**src/rtl/noc_params.sv**
```systemverilog
// Shared NoC parameters and types for the router's output-side arbiters.
package noc_params;

  localparam int unsigned PORT_NUM  = 5;
  localparam int unsigned VC_NUM    = 4;
  localparam int unsigned PORT_SIZE = $clog2(PORT_NUM);
  localparam int unsigned VC_SIZE   = $clog2(VC_NUM);

  typedef enum logic [0:0] {
    IDLE,
    LOCKED
  } arb_state_t;

endpackage

```
**src/rtl/rr_priority_picker.sv**
```systemverilog
// Round-robin priority picker: first set bit of mask_i scanning from ptr_i with wrap.
// Purely combinational; also reused by the switch allocator.
module rr_priority_picker #(
  parameter int unsigned Num  = 5,
  parameter int unsigned IdxW = $clog2(Num)
) (
  input  logic [Num-1:0]  mask_i,
  input  logic [IdxW-1:0] ptr_i,
  output logic [Num-1:0]  grant_o,
  output logic [IdxW-1:0] idx_o,
  output logic            valid_o
);

  // Scan ptr, ptr+1, ... keeping only the first hit so grant stays one-hot.
  always_comb begin
    logic [IdxW:0] k;
    grant_o = '0;
    idx_o   = '0;
    valid_o = 1'b0;
    k       = '0;
    for (int unsigned off = 0; off < Num; off++) begin
      k = {1'b0, ptr_i} + (IdxW + 1)'(off);
      if (k >= (IdxW + 1)'(Num)) k = k - (IdxW + 1)'(Num);
      if (!valid_o && mask_i[k[IdxW-1:0]]) begin
        valid_o               = 1'b1;
        idx_o                 = k[IdxW-1:0];
        grant_o[k[IdxW-1:0]] = 1'b1;
      end
    end
  end

endmodule

```
**src/rtl/output_port_arbiter.sv**
```systemverilog
// Per-output wormhole arbiter: round-robin among input ports, holds the output
// from HEAD to TAIL and honours downstream per-VC on/off.
// Optional stall watchdog enabled by defining OUTPUT_ARB_WATCHDOG_EN.
module output_port_arbiter
  import noc_params::*;
#(
  parameter int unsigned PORT_NUM    = noc_params::PORT_NUM,
  parameter int unsigned VC_NUM      = noc_params::VC_NUM,
  parameter int unsigned STALL_LIMIT = 64
) (
  input  logic                              clk,
  input  logic                              rst,
  input  logic [PORT_NUM-1:0]               req_i,
  input  logic [PORT_NUM-1:0][VC_SIZE-1:0]  req_vc_i,
  input  logic [PORT_NUM-1:0]               req_tail_i,
  input  logic [VC_NUM-1:0]                 on_off_i,
  output logic [PORT_NUM-1:0]               grant_o,
  output logic [PORT_SIZE-1:0]              xbar_sel_o,
  output logic                              valid_flit_o,
  output logic                              locked_o,
  output logic                              err_o
);

  localparam logic [PORT_SIZE-1:0] LastPort = PORT_SIZE'(PORT_NUM - 1);

  arb_state_t           state_q, state_d;
  logic [PORT_SIZE-1:0] rr_q, rr_d;
  logic [PORT_SIZE-1:0] owner_q, owner_d;
  logic [VC_SIZE-1:0]   lock_vc_q, lock_vc_d;
  logic [PORT_SIZE-1:0] sel_q;
  logic                 valid_q;

  logic [PORT_NUM-1:0]  eligible;
  logic [PORT_NUM-1:0]  pick_grant;
  logic [PORT_SIZE-1:0] pick_idx;
  logic                 pick_valid;
  logic [PORT_NUM-1:0]  grant;
  logic [PORT_SIZE-1:0] gnt_idx;
  logic                 gnt_valid;

  // An input is eligible when it requests and its downstream VC is on.
  always_comb begin
    eligible = '0;
    for (int i = 0; i < PORT_NUM; i++) begin
      eligible[i] = req_i[i] & on_off_i[req_vc_i[i]];
    end
  end

  rr_priority_picker #(
    .Num  (PORT_NUM),
    .IdxW (PORT_SIZE)
  ) u_picker (
    .mask_i  (eligible),
    .ptr_i   (rr_q),
    .grant_o (pick_grant),
    .idx_o   (pick_idx),
    .valid_o (pick_valid)
  );

  // Next-state and grant: free arbitration in IDLE, owner-only service in LOCKED.
  always_comb begin
    state_d   = state_q;
    rr_d      = rr_q;
    owner_d   = owner_q;
    lock_vc_d = lock_vc_q;
    grant     = '0;
    gnt_idx   = owner_q;
    gnt_valid = 1'b0;
    unique case (state_q)
      IDLE: begin
        if (pick_valid) begin
          grant     = pick_grant;
          gnt_idx   = pick_idx;
          gnt_valid = 1'b1;
          if (req_tail_i[pick_idx]) begin
            rr_d = (pick_idx == LastPort) ? '0 : pick_idx + 1'b1;
          end else begin
            state_d   = LOCKED;
            owner_d   = pick_idx;
            lock_vc_d = req_vc_i[pick_idx];
          end
        end
      end
      LOCKED: begin
        // The owner's current req_vc_i is ignored; the VC latched at HEAD governs.
        if (req_i[owner_q] && on_off_i[lock_vc_q]) begin
          grant[owner_q] = 1'b1;
          gnt_valid      = 1'b1;
          if (req_tail_i[owner_q]) begin
            state_d = IDLE;
            rr_d    = (owner_q == LastPort) ? '0 : owner_q + 1'b1;
          end
        end
      end
      default: state_d = IDLE;
    endcase
  end

  // Arbiter state and crossbar pipeline registers; select holds when nothing is granted.
  always_ff @(posedge clk or posedge rst) begin
    if (rst) begin
      state_q   <= IDLE;
      rr_q      <= '0;
      owner_q   <= '0;
      lock_vc_q <= '0;
      sel_q     <= '0;
      valid_q   <= 1'b0;
    end else begin
      state_q   <= state_d;
      rr_q      <= rr_d;
      owner_q   <= owner_d;
      lock_vc_q <= lock_vc_d;
      valid_q   <= gnt_valid;
      if (gnt_valid) sel_q <= gnt_idx;
    end
  end

  assign grant_o      = rst ? '0 : grant;
  assign xbar_sel_o   = sel_q;
  assign valid_flit_o = valid_q;
  assign locked_o     = (state_q == LOCKED);

`ifdef OUTPUT_ARB_WATCHDOG_EN
  localparam int unsigned          StallW   = $clog2(STALL_LIMIT + 1);
  localparam logic [StallW-1:0]    StallMax = StallW'(STALL_LIMIT);

  logic [StallW-1:0] stall_q, stall_d;
  logic              err_q, err_d;

  // Count grantless LOCKED cycles, saturating; pulse err once on reaching the limit.
  always_comb begin
    stall_d = '0;
    if (state_q == LOCKED && !gnt_valid) begin
      stall_d = (stall_q == StallMax) ? stall_q : stall_q + 1'b1;
    end
    err_d = (stall_d == StallMax) && (stall_q != StallMax);
  end

  // Watchdog registers.
  always_ff @(posedge clk or posedge rst) begin
    if (rst) begin
      stall_q <= '0;
      err_q   <= 1'b0;
    end else begin
      stall_q <= stall_d;
      err_q   <= err_d;
    end
  end

  assign err_o = err_q;
`else
  logic unused_stall_limit;
  assign unused_stall_limit = ^STALL_LIMIT;
  assign err_o              = 1'b0;
`endif

endmodule

```
**config.mk**
```make
export PLATFORM = sky130hd
export DESIGN_NAME = output_port_arbiter
export DESIGN_NICKNAME = d
export VERILOG_FILES = /design/src/rtl/noc_params.sv /design/src/rtl/rr_priority_picker.sv /design/src/rtl/output_port_arbiter.sv
export SDC_FILE = /design/constraint.sdc
export NUM_CORES = 1
export LEC_CHECK = 0
export ABC_CLOCK_PERIOD_IN_PS = 5400
export CAP_MARGIN = 20
export CORE_UTILIZATION = 40
export DETAILED_ROUTE_END_ITERATION = 6
export PLACE_DENSITY_LB_ADDON = 0.12
export SLEW_MARGIN = 0
export SYNTH_ARGS = -nofsm -noshare
export SYNTH_HDL_FRONTEND = slang
export SYNTH_SLANG_ARGS = --single-unit
```
**constraint.sdc**
```tcl
create_clock -name clk -period 5.4 [get_ports clk]
set_clock_uncertainty 0.1 [all_clocks]
set_input_delay 1.08 -clock clk [delete_from_list [all_inputs] [get_ports clk]]
set_output_delay 1.08 -clock clk [all_outputs]
set_load 0.05 [all_outputs]
```
### Word level (Yosys, flattened, before mapping)

Cells that the tools add are included.

| word-level totals | value |
|---|---|
| register bits after elaboration | 13 |
| output and inout port bits | 11 |
| input bits | 26 |
| logic and storage cells | 158 |

| operators by class | value |
|---|---|
| eq/ne operators | 6 |
| multiplexer cells | 83 |
| reduce and logical (&&, ||, !) cells | 17 |
| bitwise operators | 11 |
| magnitude comparators | 24 |
| add/subtract/negate cells | 11 |

Operator list:

| cell | number |
|---|---|
| $mux W3 | 18 |
| $mux W5 | 8 |
| $mux W1 | 31 |
| $lt A3 B4 Y1 const B | 7 |
| $bmux W1 S3 | 8 |
| $or A5 B5 Y5 | 4 |
| $demux W1 S3 | 6 |
| $ge A3 B1 Y1 const B | 6 |
| $lt A2 B3 Y1 const B | 6 |
| $ge A4 B3 Y1 const B | 4 |
| $sub A3 B3 Y3 const B | 5 |
| $bmux W1 S2 | 6 |
| $logic_and A1 B1 Y1 | 11 |
| $pmux W5 S2 | 1 |
| $add A3 B2 Y4 const B | 2 |
| $add A3 B1 Y3 const B | 2 |
| $bmux W2 S3 | 1 |
| $eq A3 B3 Y1 const B | 2 |
| $pmux W3 S2 | 1 |
| $and A1 B1 Y1 | 5 |
| $add A3 B1 Y4 const B | 1 |
| $add A3 B3 Y4 const B | 1 |
| $logic_not A1 Y1 | 4 |
| $ne A2 B1 Y1 const B | 2 |
| 7 further kinds | 10 |

### Depth between registers and ports, before layout

Gate-level depths: netlist of run 1.

| depth | value |
|---|---|
| depth in word-level cells | 23 |
| mapped depth | 18 |
| depth with buffers taken out | 17 |

### By module

A second synthesis of run 1 with hierarchy kept.

| unflattened totals | value |
|---|---|
| cells, all modules | 315 |
| area total of the unflattened synthesis | 2,516.2 um^2 |

Modules (own cells, without submodules):

| module | area an instance (um^2) | seq. area each (um^2) | times used | cells an instance |
|---|---|---|---|---|
| rr_priority_picker | 1,323.8 | 0.0 | 1 | 189 |
| output_port_arbiter | 1,192.4 | 325.3 | 1 | 126 |

### Worst setup path after synthesis of run 1

Ideal clock, no wire load.

| timing path | value |
|---|---|
| kind | reg2out |
| from | register rr_q[1] |
| to | output grant_o[1] |
| cell stages (with the launch flop) | 14 |
| path buffers | 0 |
| required time | 4.220 ns |
| arrival | 3.929 ns |
| path slack | 0.291 ns |
| cell sequence | dfrtp_1 inv_1 ha_1 ha_1 inv_1 o31ai_2 xnor2_2 nor3_1 nor4_2 or2_1 nor2b_1 a21oi_1 o21ai_0 a21oi_1 |

| on the way | value |
|---|---|
| cells in the longest elaborated chain, start to end | 20 |
| elaborated cells on any way between the ends | 79 |
| classes of those cells | add/sub: 9; order compare: 15; mux: 38; bitwise: 4; reduce/logical: 13 |

Ends and longest elaborated chain:

| what | RTL line | source |
|---|---|---|
| from (decl) | output_port_arbiter.sv:27 | `logic [PORT_SIZE-1:0] rr_q, rr_d;` |
| from (signal assigned) | output_port_arbiter.sv:110 | `rr_q <= rr_d;` |
| parallel branches: the longest is 17 deep, another holds $add A3 B1 Y4 | -- |  |
| $mux W5 * | output_port_arbiter.sv:71 | `if (pick_valid) begin` |
| $pmux W5 S2 * | output_port_arbiter.sv:69 | `unique case (state_q)` |
| $mux W5 * | output_port_arbiter.sv:118 | `assign grant_o = rst ? '0 : grant;` |
| to (decl) | output_port_arbiter.sv:17 | `output logic [PORT_NUM-1:0] grant_o,` |

Every way passes the cells marked *. The select of a mux whose other input is x is not followed.

### Final worst setup path of run 1

| timing path | value |
|---|---|
| from | input req_vc_i[7] (netlist name) |
| to | output grant_o[2] |

| on the way | value |
|---|---|
| cells in the longest elaborated chain, start to end | 21 |
| elaborated cells on any way between the ends | 38 |
| classes of those cells | mux: 25; bitwise: 5; reduce/logical: 8 |

Ends and longest elaborated chain:

| what | RTL line | source |
|---|---|---|
| from (decl) | output_port_arbiter.sv:14 | `input logic [PORT_NUM-1:0][VC_SIZE-1:0] req_vc_i,` |
| $bmux W1 S2 * | output_port_arbiter.sv:45 | `eligible[i] = req_i[i] & on_off_i[req_vc_i[i]];` |
| $mux W1 (not written as such) * | output_port_arbiter.sv:45 |  |
| $and A1 B1 Y1 * | output_port_arbiter.sv:45 |  |
| $bmux W1 S3 | rr_priority_picker.sv:24 | `if (!valid_o && mask_i[k[IdxW-1:0]]) begin` |
| $mux W1 (not written as such) | rr_priority_picker.sv:24 |  |
| $mux W1 | rr_priority_picker.sv:24 |  |
| $logic_not A1 Y1 | rr_priority_picker.sv:24 |  |
| $logic_and A1 B1 Y1 | rr_priority_picker.sv:24 |  |
| [... 5 more ...] | -- |  |
| $logic_and A1 B1 Y1 | rr_priority_picker.sv:24 |  |
| $mux W1 | rr_priority_picker.sv:24 |  |
| $logic_not A1 Y1 | rr_priority_picker.sv:24 |  |
| $logic_and A1 B1 Y1 | rr_priority_picker.sv:24 |  |
| $mux W5 or $mux W1 (tied branches) | rr_priority_picker.sv:24 |  |
| $mux W5 * | output_port_arbiter.sv:71 |  |
| $pmux W5 S2 * | output_port_arbiter.sv:69 |  |
| $mux W5 * | output_port_arbiter.sv:118 |  |

Every way passes the cells marked *; elsewhere a longest branch is shown, timed or not. The select of a mux whose other input is x is not followed.

==> results of run 1 <==
==> routing by layer <==
layer | global-route usage, % | up-vias | routed length (um)
li1 | - | 1358 | -
met1 | 35.9 | 1332 | 3890
met2 | 42.0 | 87 | 3760
met3 | 1.78 | 8 | 342
met4 | 4.74 | 0 | 74
met5 | 0 | - | 0
==> metrics by stage <==
step | worst slack, ns | instance area (sq um) | hold WS (ns) | instances
floorplan | 0.291 | 2540 | 0.400 | 332
global placement | 0.145 | 3200 | 0.384 | 460
detailed placement | 0.174 | 3200 | 0.379 | 460
CTS | 0.158 | 3240 | 0.403 | 464
global route | 0.00623 | 3250 | 0.412 | 464
finish | 0.160 | 3250 | 0.402 | 464
==> worst max-delay path: stages <==
cell and delay, ns:
sky130_fd_sc_hd__clkdlybuf4s50_1 0.53, sky130_fd_sc_hd__mux2i_1 0.24, sky130_fd_sc_hd__o22ai_2 0.16, sky130_fd_sc_hd__mux2i_1 0.22, sky130_fd_sc_hd__o22ai_2 0.13, sky130_fd_sc_hd__nor2_1 0.56
sky130_fd_sc_hd__nor3_1 0.12, sky130_fd_sc_hd__a41o_1 0.25, sky130_fd_sc_hd__a311oi_1 0.28, sky130_fd_sc_hd__a2bb2oi_1 0.22, sky130_fd_sc_hd__nor2_1 0.10, sky130_fd_sc_hd__buf_12 0.16
==> cell type report <==
type	instances	area, sq um
clock buffer	3	41.3
clock inverter	1	5.00
fill	579	2770
inverter	23	86.3
multi-input combinational	283	2070
sequential	13	325
tap	75	93.8
timing repair buffer	66	633
==> cells in the final DEF, fill, tap and decap left out, types with 4 or more instances in the layout <==
cell type / instances
sky130_fd_sc_hd__nand2_1: 32
sky130_fd_sc_hd__buf_4: 31
sky130_fd_sc_hd__mux2i_1: 30
sky130_fd_sc_hd__clkdlybuf4s50_1: 30
sky130_fd_sc_hd__nor2_1: 26
sky130_fd_sc_hd__inv_1: 20
sky130_fd_sc_hd__a21oi_1: 19
sky130_fd_sc_hd__o21ai_0: 14
sky130_fd_sc_hd__dfrtp_1: 13
sky130_fd_sc_hd__ha_1: 12
sky130_fd_sc_hd__nand2b_1: 11
sky130_fd_sc_hd__nand3_1: 11
sky130_fd_sc_hd__nor2b_1: 8
sky130_fd_sc_hd__nor3_1: 8
sky130_fd_sc_hd__o22ai_1: 6
sky130_fd_sc_hd__a21o_1: 6
sky130_fd_sc_hd__buf_12: 5
sky130_fd_sc_hd__nor3b_1: 4
sky130_fd_sc_hd__and2_1: 4
sky130_fd_sc_hd__o221ai_1: 4
sky130_fd_sc_hd__a31oi_1: 4
sky130_fd_sc_hd__a22oi_1: 4
==> cells in the mapped netlist, types with 3 or more instances <==
master,n
sky130_fd_sc_hd__a211oi_1,3
sky130_fd_sc_hd__nand2_1,32
sky130_fd_sc_hd__a22oi_1,4
sky130_fd_sc_hd__a21o_1,6
sky130_fd_sc_hd__o211ai_1,3
sky130_fd_sc_hd__nor2_1,26
sky130_fd_sc_hd__dfrtp_1,13
sky130_fd_sc_hd__nand3_1,11
sky130_fd_sc_hd__a21oi_1,20
sky130_fd_sc_hd__mux2i_1,30
sky130_fd_sc_hd__nand3b_1,3
sky130_fd_sc_hd__nor2b_1,8
sky130_fd_sc_hd__inv_1,20
sky130_fd_sc_hd__a31oi_1,4
sky130_fd_sc_hd__or2_2,3
sky130_fd_sc_hd__mux2_2,3
sky130_fd_sc_hd__clkbuf_1,5
sky130_fd_sc_hd__nor3b_1,4
sky130_fd_sc_hd__ha_1,12
sky130_fd_sc_hd__o21ai_0,15
sky130_fd_sc_hd__inv_2,3
sky130_fd_sc_hd__o221ai_1,4
sky130_fd_sc_hd__and2_1,4
sky130_fd_sc_hd__buf_4,5
sky130_fd_sc_hd__o22ai_1,7
sky130_fd_sc_hd__nor3_1,8
sky130_fd_sc_hd__nand2b_1,11
==> sequential cells by signal, summed over array words and instances (netlist names) <==
register      cells
valid_flit_o      1
lock_vc_q         2
xbar_sel_o        3
rr_q              3
locked_o          1
owner_q           3
==> worst max-delay path by stage <==
stage | slack (ns) | depth (start not counted) | to
CTS | 0.16 | 12 | grant_o[2]
global route | 0.006 | 12 | grant_o[2]
global placement | 0.15 | 12 | grant_o[2]
detailed placement | 0.17 | 12 | grant_o[2]
floorplan | 0.29 | 13 | grant_o[1]
finish | 0.16 | 12 | grant_o[2]
==> logic make-up (layout without fill, tap and decap cells) <==
kind of cell	count (synthesis)	in the layout	share of synthesized area, %
AO/OA/AOI/OAI	101	101	29.4
XOR/XNOR	2	2	0.986
adder cells (fa/ha/maj)	13	13	6.70
buffers and inverters	36	93	6.16
flip-flops	13	13	12.8
multiplexers	38	38	17.0
other	1	1	0.148
AND/OR/NAND/NOR	128	128	26.9
==> PnR_summary.wiki, run 1 <==
{| class="wikitable"
! Metric !! Value
|-
| Remaining design rule violation count || 0
|-
| Seq cells post-synth || 13
|-
| Worst slew pin tran || 0.689 ns
|-
| Estimated wirelength of the detail-placed design || ~6500 um
|-
| Total die area || 0.00667 sq mm
|-
| Cell variety after synth || 78
|-
| GRT Total Usage || 25.3%
|-
| Setup violation total in the final timing report || 0
|-
| Capturing point of the worst reg2reg path || rr_q[2]
|-
| Req. time, crit path || 4.22 ns
|-
| Post-DR wirelength/cell || between 15 and 20 um
|-
| Worst slew margin relative to its limit || 53.9%
|-
| Final net count || around 430
|-
| Via count normalized by instance count || between 6 and 7
|-
| Number of synthesized flops with an enable pin || 0
|-
| Status || completed
|-
| Crit Path Category || in2out
|-
| Max Slew Vio Count || 0
|-
| I/O pin total || 37
|-
| Startpoint of the most critical hold path || xbar_sel_o[0]
|-
| Via count of the first global-routing pass || about 2,500
|-
| Top cells by area in the synthesized netlist || sky130_fd_sc_hd__dfrtp_1 13%, sky130_fd_sc_hd__mux2i_1 12%, sky130_fd_sc_hd__ha_1 5.9%
|-
| Highest achievable clock rate || ~190 MHz
|-
| Critical Path Sink Type || output port
|-
| Data arrival, critical path || slightly above 4 ns
|-
| Maximum root-to-sink buffer count || 2
|-
| Routed vias || around 2,800
|-
| Max-cap violation count || 0
|-
| Post-Synthesis Cell Area || roughly 0.0025 sq mm
|-
| Global-route wire length before repair || 12,800 um
|-
| Detailed Route Iter0 Violations || 198
|-
| CTS clock-pin slew for the worst setup and hold paths || about 0.060 ns
|-
| Source-to-sink clock delay at the later pin of the worst-skew pair || approximately 0.25 ns
|-
| Hold/Removal Path Class || reg2reg
|-
| Largest net degree at the start of global routing || 19
|-
| Post-CTS Hold Fix Bufs || 0
|-
| Area Growth Syn to Fin || 28.1%
|-
| Die width || 81.7 um
|-
| Antenna-violating nets left || 0
|-
| Type of element launching the critical path || primary input
|-
| WHS Path Cells || 2
|-
| Fin Setup TNS || 0 ns
|-
| Register-to-register path setup slack || 0.65 ns
|-
| CTS H-tree depth || 1
|-
| Diode insertion count for antenna repair || 0
|-
| TritonRoute pass-1 iters || 5
|-
| Initial cell density of the core || between 40% and 50%
|-
| Yosys Warn Count || 0
|-
| Final period utilization || 97.0%
|-
| Die Span Y || between 80 and 90 um
|-
| CTS buffer count || 3
|-
| Area of the core || 0.00603 sq mm
|-
| Buffer cell driving the clock tree root || sky130_fd_sc_hd__clkbuf_8
|-
| Total nets after synthesis || 371
|-
| Wire length after detailed routing || around 8100 um
|-
| Startpoint of the worst-slack reg-to-reg timing path || rr_q[1]
|-
| Post-layout min period || around 5.2 ns
|-
| First element of the critical path || req_vc_i[7]
|-
| Clock sink total || 13
|-
| Ys flop type || sky130_fd_sc_hd__dfrtp_1
|-
| Util after Layout || approximately 54%
|-
| Number of rows created at floorplan || 28
|-
| Critical Path Fanout Max || 11
|-
| Area fraction of the dominant cell type after synthesis || between 10 and 15%
|-
| Share of synthesized registers carrying an async set or reset || 100%
|-
| Total of cells resized after clock tree synthesis || 0
|-
| Antenna violations before repair || 0
|-
| R2R cell count || 15
|-
| Sequential fraction of the synthesis area || around an eighth
|-
| Input/output buffers || 35
|-
| Total count of hold-check failures in the final report || 0
|-
| CTS tree || done
|-
| Proportion of layout cells with a drive suffix above 1 || a little under a fifth
|-
| Cell taking the most area after synthesis || sky130_fd_sc_hd__dfrtp_1
|-
| Leftover overflow at the end of global routing || 0
|-
| Cells after Synth || between 300 and 400
|-
| Mean post-synth cell area || ~7.6 sq um
|-
| Post-CTS setup buffer count || 0
|-
| Unrepaired setup endpoints after global routing || false
|-
| Final weighted congestion in routability-driven placement || approximately 0.95
|-
| End point of the most critical hold path || xbar_sel_o[0]
|}
Power of run 1 is not shown: default switching activity piles up to over one toggle a cycle in this logic, so the estimate is an artifact.
==> run 2: changes to the inputs <==
DONT_BUFFER_PORTS = 1   (was unset)
==> run 2 against run 1 <==
  * Global-route usage is 1.7 points lower
  * Register-to-register slack worse by 0.03 ns
  * Design area is 16% lower
  * Core utilization is 8.4 points lower
  * Sequential cell count stayed put
  * Highest routed layer unchanged
==> PnR_summary.wiki, run 2 (synthesized netlist as in run 1, its figures left out) <==
{| class="wikitable"
! Metric !! Value
|-
| Type of element launching the critical path || register
|-
| Commonest cells after routing, fill and taps aside || 32 x sky130_fd_sc_hd__nand2_1, 30 x sky130_fd_sc_hd__mux2i_1, 26 x sky130_fd_sc_hd__nor2_1, 20 x sky130_fd_sc_hd__inv_1, 19 x sky130_fd_sc_hd__a21oi_1
|-
| Final weighted congestion in routability-driven placement || 0.917 (-3.6%)
|-
| Routed vias || 2,551 (-8.4%)
|-
| Buffer cell driving the clock tree root || sky130_fd_sc_hd__clkbuf_8
|-
| Area of the core || 0.00603 sq mm (unchanged)
|-
| Leftover overflow at the end of global routing || 0 (unchanged)
|-
| TritonRoute pass-1 iters || 4 (-1)
|-
| Status || completed
|-
| Max-cap violation count || 0 (unchanged)
|-
| Diode insertion count for antenna repair || 0 (unchanged)
|-
| Global-route wire length before repair || 12,100 um (-5.8%)
|-
| Post-DR wirelength/cell || 18.3 um (+5.1%)
|-
| FILL cells || 632 (+9.2%)
|-
| Capturing point of the worst reg2reg path || owner_q[1]
|-
| Initial cell density of the core || 42.1% (unchanged)
|-
| Critical Path Sink Type || output port
|-
| Worst slew pin tran || 0.764 ns (+0.0743 ns)
|-
| Wire length after detailed routing || 7550 um (-6.5%)
|-
| Estimated wirelength of the detail-placed design || 6010 um (-8.0%)
|-
| Number of rows created at floorplan || 28 (unchanged)
|-
| Setup violation total in the final timing report || 0 (unchanged)
|-
| Unrepaired setup endpoints after global routing || false
|-
| Sequential standard cell area || 325 sq um (unchanged)
|-
| Total die area || 0.00667 sq mm (unchanged)
|-
| Crit Path Category || reg2out
|-
| R2R cell count || 14 (-1)
|-
| Area Growth Syn to Fin || 8.23%
|-
| Hold/Removal Path Class || reg2reg
|-
| Startpoint of the most critical hold path || lock_vc_q[1]
|-
| Final net count || 378 (-12%)
|-
| Detailed Route Iter0 Violations || 138 (-30%)
|-
| CTS buffer count || 3 (unchanged)
|-
| End point of the most critical hold path || lock_vc_q[1]
|-
| GRT Total Usage || 23.6% (-1.7 points)
|-
| Fin Setup TNS || 0 ns (unchanged)
|-
| Source-to-sink clock delay at the later pin of the worst-skew pair || 0.25 ns (about the same)
|-
| I/O pin total || 37 (unchanged)
|-
| Highest achievable clock rate || 197 MHz (+3.0%)
|-
| Maximum root-to-sink buffer count || 2 (unchanged)
|-
| CTS tree || done
|-
| Remaining design rule violation count || 0 (unchanged)
|-
| CTS clock-pin slew for the worst setup and hold paths || 0.06 ns (about the same)
|-
| WHS Path Cells || 2 (unchanged)
|-
| Largest net degree at the start of global routing || 20 (+1)
|-
| Final period utilization || 94.2% (-2.9 points)
|-
| Antenna violations before repair || 0 (unchanged)
|-
| Total count of hold-check failures in the final report || 0 (unchanged)
|-
| Worst slew margin relative to its limit || 49.1% (-4.8 points)
|-
| Antenna-violating nets left || 0 (unchanged)
|-
| Register-to-register path setup slack || 0.62 ns (-0.03 ns)
|-
| Max Slew Vio Count || 0 (unchanged)
|-
| Input/output buffers || 0 (-100%)
|-
| Post-layout min period || 5.09 ns (-0.154 ns)
|-
| Clock sink total || 13 (unchanged)
|-
| Req. time, crit path || 4.22 ns (about the same)
|-
| Startpoint of the worst-slack reg-to-reg timing path || rr_q[0]
|-
| Area of combinational cells with multiple inputs || 0.00208 sq mm (+0.79%)
|-
| Data arrival, critical path || 3.91 ns (-0.15 ns)
|-
| Via count of the first global-routing pass || 2,474 (-0.72%)
|-
| Die width || 81.7 um (unchanged)
|-
| Post-CTS setup buffer count || 0 (unchanged)
|-
| Critical Path Fanout Max || 14 (+3)
|-
| Proportion of layout cells with a drive suffix above 1 || 15.1% (-3.4 points)
|-
| Via count normalized by instance count || 6.18 (+2.9%)
|-
| Die Span Y || 81.7 um (unchanged)
|-
| CTS H-tree depth || 1 (unchanged)
|-
| Most frequent standard cell in the layout excluding fill and tap cells || sky130_fd_sc_hd__nand2_1
|}
-- run 2: area by class of cell --
| cell class | instances | share of cell area, % |
|---|---|---|
| flip-flops and latches | 13 | 11.8 |
| clock inverters | 1 | 0.182 |
| multi-input cells | 283 | 75.8 |
| clock buffers | 3 | 1.50 |
| inverters | 23 | 3.14 |
| well taps | 75 | 3.42 |
| repair buffers | 15 | 4.10 |
-- run 2: worst max-delay path, cell delays in order, from the launching register on --
cell	delay (ns)
sky130_fd_sc_hd__dfrtp_1	0.41
sky130_fd_sc_hd__buf_4	0.21
sky130_fd_sc_hd__ha_1	0.36
sky130_fd_sc_hd__a21oi_2	0.29
sky130_fd_sc_hd__mux2i_4	0.39
sky130_fd_sc_hd__mux2i_1	0.26
sky130_fd_sc_hd__o22ai_2	0.14
sky130_fd_sc_hd__nor2_1	0.27
sky130_fd_sc_hd__buf_4	0.22
sky130_fd_sc_hd__nor3_1	0.06
sky130_fd_sc_hd__a41o_1	0.24
sky130_fd_sc_hd__a311oi_1	0.32
sky130_fd_sc_hd__a2bb2oi_1	0.22
sky130_fd_sc_hd__nor2_1	0.08
sky130_fd_sc_hd__buf_4	0.19
-- run 2: per-stage QoR --
stage               hold slack (ns)  cell area (sq um)  utilization (%)  setup slack, ns  std cells
floorplan                     0.400               2540                -            0.291        332
global placement              0.425               2680             44.4            0.512        409
detailed placement            0.437               2680             44.4            0.533        409
CTS                           0.441               2720             45.2            0.273        413
global route                  0.473               2750             45.6          0.00831        413
finish                        0.439               2750             45.6            0.315        413
-- run 2: what timing repair did --
| item | CTS | global route |
|---|---|---|
| resized for setup | 0 | 4 |
| hold buffers | 0 | 0 |
| setup endpoints to repair | 0 | 2 |
-- run 2: worst max path at each step --
stage	start	end	slack (ns)
2_1_floorplan	rr_q[1]	grant_o[1]	0.29
3_3_place_gp	rr_q[2]	grant_o[2]	0.51
3_5_place_dp	req_vc_i[2]	grant_o[4]	0.53
4_1_cts	rr_q[2]	grant_o[2]	0.27
5_1_grt	rr_q[1]	grant_o[3]	0.008
6_report	rr_q[2]	grant_o[2]	0.31
-- run 2: layer usage --
layer	global-route usage (%)	wire length (um)	vias to the layer above
met5	0	0	-
met4	9.12	178	0
met3	2.89	371	15
met2	40.8	3620	84
met1	29.7	3380	1202
li1	-	-	1250
Power of run 2 is left out for the same reason.
